## src/rtl/buffer_ctrl.sv

```systemverilog
// buffer_ctrl: pointer/occupancy controller for a parallel-write circular Buffer.
//
// It accepts PAR_WRITE-word producer bursts and serves PAR_READ-word consumer reads over
// valid/ready handshakes. It also generates the Buffer's wen/waddr/raddr. Reads are held
// off until START_LVL words are stored (priming). A synchronous flush discards all
// contents in one cycle.
//
// Ports:
//   clk        rising-edge clock
//   rst        asynchronous active-low reset
//   flush      synchronous discard of all contents
//   in_valid   producer presents PAR_WRITE words on Buffer.din
//   in_ready   a write can be accepted this cycle
//   out_valid  Buffer.dout holds PAR_READ valid words
//   out_ready  consumer takes the words this cycle
//   buf_wen    Buffer write enable (combinational, same cycle as the handshake)
//   buf_waddr  Buffer write address (write pointer)
//   buf_raddr  Buffer read address (read pointer)
//   count      words currently stored (0..NUMP1)
//   full       count == NUMP1
//   empty      count == 0
//
// Legal only if NUMP1 <= 2**(ADDR_REG+1)-1.
module buffer_ctrl #(
  parameter int unsigned ADDR_REG  = 2,
  parameter int unsigned NUM_REG   = 4,
  parameter int unsigned NUMP1     = 5,
  parameter int unsigned PAR_WRITE = 2,
  parameter int unsigned PAR_READ  = 1,
  parameter int unsigned START_LVL = 3
) (
  input  logic              clk,
  input  logic              rst,
  input  logic              flush,
  input  logic              in_valid,
  output logic              in_ready,
  output logic              out_valid,
  input  logic              out_ready,
  output logic              buf_wen,
  output logic [ADDR_REG:0] buf_waddr,
  output logic [ADDR_REG:0] buf_raddr,
  output logic [ADDR_REG:0] count,
  output logic              full,
  output logic              empty
);

  localparam int unsigned W = ADDR_REG + 1;

  typedef logic [W-1:0] ptr_t;
  // One extra bit so that count + PAR_WRITE and pointer sums never overflow.
  typedef logic [W:0]   ext_t;

  localparam ext_t DepthC = ext_t'(NUMP1);
  localparam ext_t LastC  = ext_t'(NUM_REG);
  localparam ext_t WrC    = ext_t'(PAR_WRITE);
  localparam ext_t RdC    = ext_t'(PAR_READ);
  localparam ext_t StartC = ext_t'(START_LVL);
  localparam ptr_t DepthN = ptr_t'(NUMP1);

  typedef enum logic [1:0] {
    StIdle,
    StFill,
    StRun,
    StFlush
  } state_e;

  state_e state_q;
  ptr_t   wptr_q, rptr_q, count_q;

  logic wr, rd;
  ext_t cnt_ext, wr_sum, rd_sum, wptr_nxt, rptr_nxt, cnt_nxt;

  assign cnt_ext = {1'b0, count_q};

  // Based on the current count only; a same-cycle read never frees space for a write,
  // so there is no combinational path from out_ready to in_ready.
  // Gating with rst keeps in_ready and buf_wen low while reset is asserted.
  assign in_ready  = rst && ((DepthC - cnt_ext) >= WrC) && (state_q != StFlush) && !flush;
  assign out_valid = (state_q == StRun) && (cnt_ext >= RdC) && !flush;

  assign wr = in_valid & in_ready;
  assign rd = out_valid & out_ready;

  // Circular wrap by compare-and-subtract. A single subtract suffices because
  // ptr < NUMP1 and the step is <= NUMP1.
  always_comb begin
    wr_sum   = {1'b0, wptr_q} + WrC;
    rd_sum   = {1'b0, rptr_q} + RdC;
    wptr_nxt = (wr_sum > LastC) ? (wr_sum - DepthC) : wr_sum;
    rptr_nxt = (rd_sum > LastC) ? (rd_sum - DepthC) : rd_sum;
    cnt_nxt  = cnt_ext + (wr ? WrC : '0) - (rd ? RdC : '0);
  end

  always_ff @(posedge clk or negedge rst) begin
    if (!rst) begin
      state_q <= StIdle;
      wptr_q  <= '0;
      rptr_q  <= '0;
      count_q <= '0;
    end else if (flush) begin
      // wr and rd are already suppressed by flush in in_ready/out_valid.
      state_q <= StFlush;
      wptr_q  <= '0;
      rptr_q  <= '0;
      count_q <= '0;
    end else begin
      if (wr) wptr_q <= wptr_nxt[W-1:0];
      if (rd) rptr_q <= rptr_nxt[W-1:0];
      count_q <= cnt_nxt[W-1:0];
      unique case (state_q)
        StIdle: begin
          if (wr) state_q <= (cnt_nxt >= StartC) ? StRun : StFill;
        end
        StFill: begin
          if (cnt_nxt >= StartC) state_q <= StRun;
        end
        StRun: begin
          if (cnt_nxt == '0)      state_q <= StIdle;
          else if (cnt_nxt < RdC) state_q <= StFill;
        end
        StFlush: state_q <= StIdle;
        default: state_q <= StIdle;
      endcase
    end
  end

  assign buf_wen   = wr;
  assign buf_waddr = wptr_q;
  assign buf_raddr = rptr_q;
  assign count     = count_q;
  assign full      = (count_q == DepthN);
  assign empty     = (count_q == '0);

endmodule

```

## config.mk

```make
export PLATFORM = sky130hd
export DESIGN_NAME = buffer_ctrl
export DESIGN_NICKNAME = d
export VERILOG_FILES = /design/src/rtl/buffer_ctrl.sv
export SDC_FILE = /design/constraint.sdc
export NUM_CORES = 1
export LEC_CHECK = 0
export CORE_ASPECT_RATIO = 1.2
export CORE_MARGIN = 2
export CORE_UTILIZATION = 43
export CTS_CLUSTER_SIZE = 12
export DETAILED_ROUTE_END_ITERATION = 12
export HOLD_SLACK_MARGIN = 0.15
export PLACE_DENSITY = 0.76
export SETUP_SLACK_MARGIN = 0.02
export SLEW_MARGIN = 30
export SYNTH_ARGS = -nofsm -noshare
export SYNTH_HDL_FRONTEND = slang
export SYNTH_SLANG_ARGS = --single-unit
```

## constraint.sdc

```tcl
create_clock -name clk -period 2.4 [get_ports clk]
set_input_delay 0.24 -clock clk [delete_from_list [all_inputs] [get_ports clk]]
set_output_delay 0.24 -clock clk [all_outputs]
set_load 0.02 [all_outputs]
```

==> results.cfg, run 1 <==
[run_status]
status = finished with violations
violations = setup timing

[worst_setup_path]
endpoint = state_q[1]
path_cells = clkdlybuf4s50_1 -> nor2b_4 -> nand4_1 -> ha_1 -> inv_2 -> ha_4 -> inv_2 -> fa_2 -> xor2_2 -> nor4bb_2 -> o221ai_1
path_delay_family = adder cells
start_kind = primary input
reg2reg_slack_ns = 0.01
critPathMaxStageDelay_ns = 0.51
path_common_cell = inv_2
startpoint = rst
critPathSlowestCell = clkdlybuf4s50_1
cp_num_cells = 11
critPathKind = primary input to flop
reg2regPathDepth = 11
crit_required_ns = 2.54
reg2reg_to = state_q[1]
reg2reg_from = count[1]
cp.arrival_ns = 2.55
end_kind = flop
crit_path_max_fanout = 2
cp_num_buf_inv = 3

[routing]
antenna_left = 0
drc = 0
routedWlPerCell_um = 13.94
vias_per_cell = 5.455
drt_pass1_iterations = 4
totalWireLength_um = 1868
vias = 731
drtIter0Drc = 12

[die]
die-area_um2 = 2161
die_h_um = 50.53
die_x_um = 42.78
rows = 16
ios = 19
coreArea_um2 = 1662
initial_core_util_pct = 46.69

[yosys]
synth_seq_cells = 11
synthCells = 83
synth_top_area_share_pct = 35.48
synth-edff-count = 0
synth_compound_area_share_pct = 15.00
synth_nets = 97
synth_cell_types = 28
synthesis.area_um2 = 775.7
async_reset_ff_share_pct = 100.0
synth_top_family_by_area = simple AND/OR/NAND/NOR gates
yosys.area_share.simple_pct = 22.58
ys_seq_area_share_pct = 35.48
synthMuxAreaShare_pct = 1.452
synth_largest_area_cell = dfrtp_1
yosys_warnings = 0
synthTopCellsByCount = 13 x inv_1, 11 x dfrtp_1, 8 x ha_1
synth-xor-area-share_pct = 2.258
avgSynthCellArea_um2 = 9.346
yosysMostFrequentCell = inv_1
synth_area_leaders = dfrtp_1 35%, ha_1 13%, inv_1 6.3%
synthAdderAreaFrac_pct = 15.48
synth_ff_type = dfrtp_1

[clocking]
insertion_delay_ns = 0.28
clock_sinks = 11
cts-root-buf = clkbuf_4
clk_path_buf_depth = 2
cts-buffers-inserted = 3
clk_pin_slew_ns = 0.08
htreeDepth = 1
tritoncts = built

[timing]
skew_ns = 0.003253
period_minus_slack_ns = 2.403
hold_viol = 0
worst_slew_margin_rel_pct = 77.38
tightest_slew_ns = 0.3357
fmax_mhz = 416.2
setup_viol = 1
final_max_slew_viol_count = 0
grt_setup_unrepaired = true
period_share_pct = 100.1
layout_setup_ws_ns = -0.002817

[placed_design]
portBuffers = 18
placed_area_um2 = 1092
gp_congestion = 0.7831
hpwl_um = 1431

[global_routing]
grt_pass1_wl_um = 3153
antenna_found_initial = 0
grt-ovfl-total = 0
grt_pass1_vias = 695
grt_use_total_pct = 19.99
grt_max_degree = 12

[power_and_ir_drop]
internal_power_w = 0.0005766
cellLeakagePower_nw = 0.5126
switching_share_pct = 39.52
clkPwrFrac_pct = 14.0
pwr-share-comb_pct = 59.3
peakVddDrop_mv = 0.6665
p_per_area_nw_per_um2 = 833.7
p_seq_share_pct = 26.7
p_sw_w = 0.0003768

[final_layout]
nNetsFinal = 131
stdcell_area_um2 = 1144
n_antenna_cell = 0
post-route-util_pct = 68.83
drive_above_1_share_pct = 31.90
syn2layout_area_growth_pct = 47.42

[worst_hold_path]
hp-class = primary input to async pin

[job]
cap_violations = 0
-- what timing repair did --
action / in CTS / in global routing
gates resized for setup: 2 / 2
endpoints found under the setup margin: 1 / 2
pin swaps: 3 / 2
hold buffers: 0 / 0
buffers inserted: 2 / 0
-- through the flow --
| stage | worst slack (ns) | TNS, ns | power (W) | cells | hold WS, ns |
|---|---|---|---|---|---|
| after global placement | -0.2620 | -0.4755 | 0.0007528 | 128 | 0.5338 |
| final | -0.002817 | -0.002817 | 0.0009535 | 134 | 0.3374 |
| after global routing | -0.1176 | -0.1176 | 0.001017 | 134 | 0.3345 |
| after floorplan | -0.01407 | -0.01407 | 0.0005500 | 83 | -0.05559 |
| after detailed placement | -0.2857 | -0.4934 | 0.0007696 | 128 | 0.5411 |
| after CTS | 0.02032 | 0 | 0.0009173 | 134 | 0.3311 |
-- how the worst min path moves through the flow --
stage / start / end / depth (start not counted)
floorplan: rst / buf_raddr[0] / 0
global placement: buf_waddr[2] / buf_waddr[2] / 1
detailed placement: buf_waddr[2] / buf_waddr[2] / 1
CTS: rst / buf_raddr[0] / 2
global route: rst / state_q[1] / 2
finish: rst / count[0] / 2
-- power groups by stage --
stage          registers, W  clock network [W]  logic, W
3_5_place_dp       0.000257                  0  0.000512
5_1_grt            0.000258           0.000149  0.000611
3_3_place_gp       0.000254                  0  0.000499
2_1_floorplan      0.000276                  0  0.000274
4_1_cts            0.000252           0.000136  0.000529
6_report           0.000254           0.000134  0.000566
-- state kept, by name (all words and copies together) (netlist names) --
| signal | flops |
|---|---|
| buf_raddr | 3 |
| buf_waddr | 3 |
| count | 3 |
| state_q | 2 |
-- final cells by class --
cell class	count	area, um2
clock buffers	4	26.28
inverters	13	51.30
fillers	133	518.0
flip-flops and latches	11	277.8
well taps	18	22.52
multi-input cells	58	495.5
repair buffers	30	270.3
-- layout by cell type (no fill, tap or decap), drive strengths merged, types with 2 or more instances in the layout --
master | Yosys | final
clkdlybuf4s50 | 0 | 18
inv | 13 | 13
buf | 1 | 12
dfrtp | 11 | 11
ha | 8 | 8
o21ai | 7 | 7
nand3 | 6 | 6
nor2 | 5 | 5
nand2b | 4 | 4
nand2 | 4 | 4
a21oi | 4 | 4
clkbuf | 0 | 4
nand4 | 3 | 3
a31o | 2 | 2
xor2 | 2 | 2
-- layer usage --
metal | GRT usage (%) | vias up | wire length, um
met5 | 0 | - | 0
met4 | 9.896 | 0 | 45
met3 | 3.957 | 7 | 59
met2 | 31.57 | 18 | 900
met1 | 25.62 | 349 | 862
li1 | - | 357 | -
-- cell families after synthesis --
kind of cell,Yosys count
compound gates,17
flops,11
simple gates,29
xor+xnor,2
fa+ha+maj,9
mux,1
buf+inv,14
Power figures use the tool's default switching activity.
==> run 2, diff against run 1 <==
TNS_END_PERCENT = 20   (was default)
==> results of run 2 <==
Same layout as run 1: the final DEF is identical, and so are final timing and power.
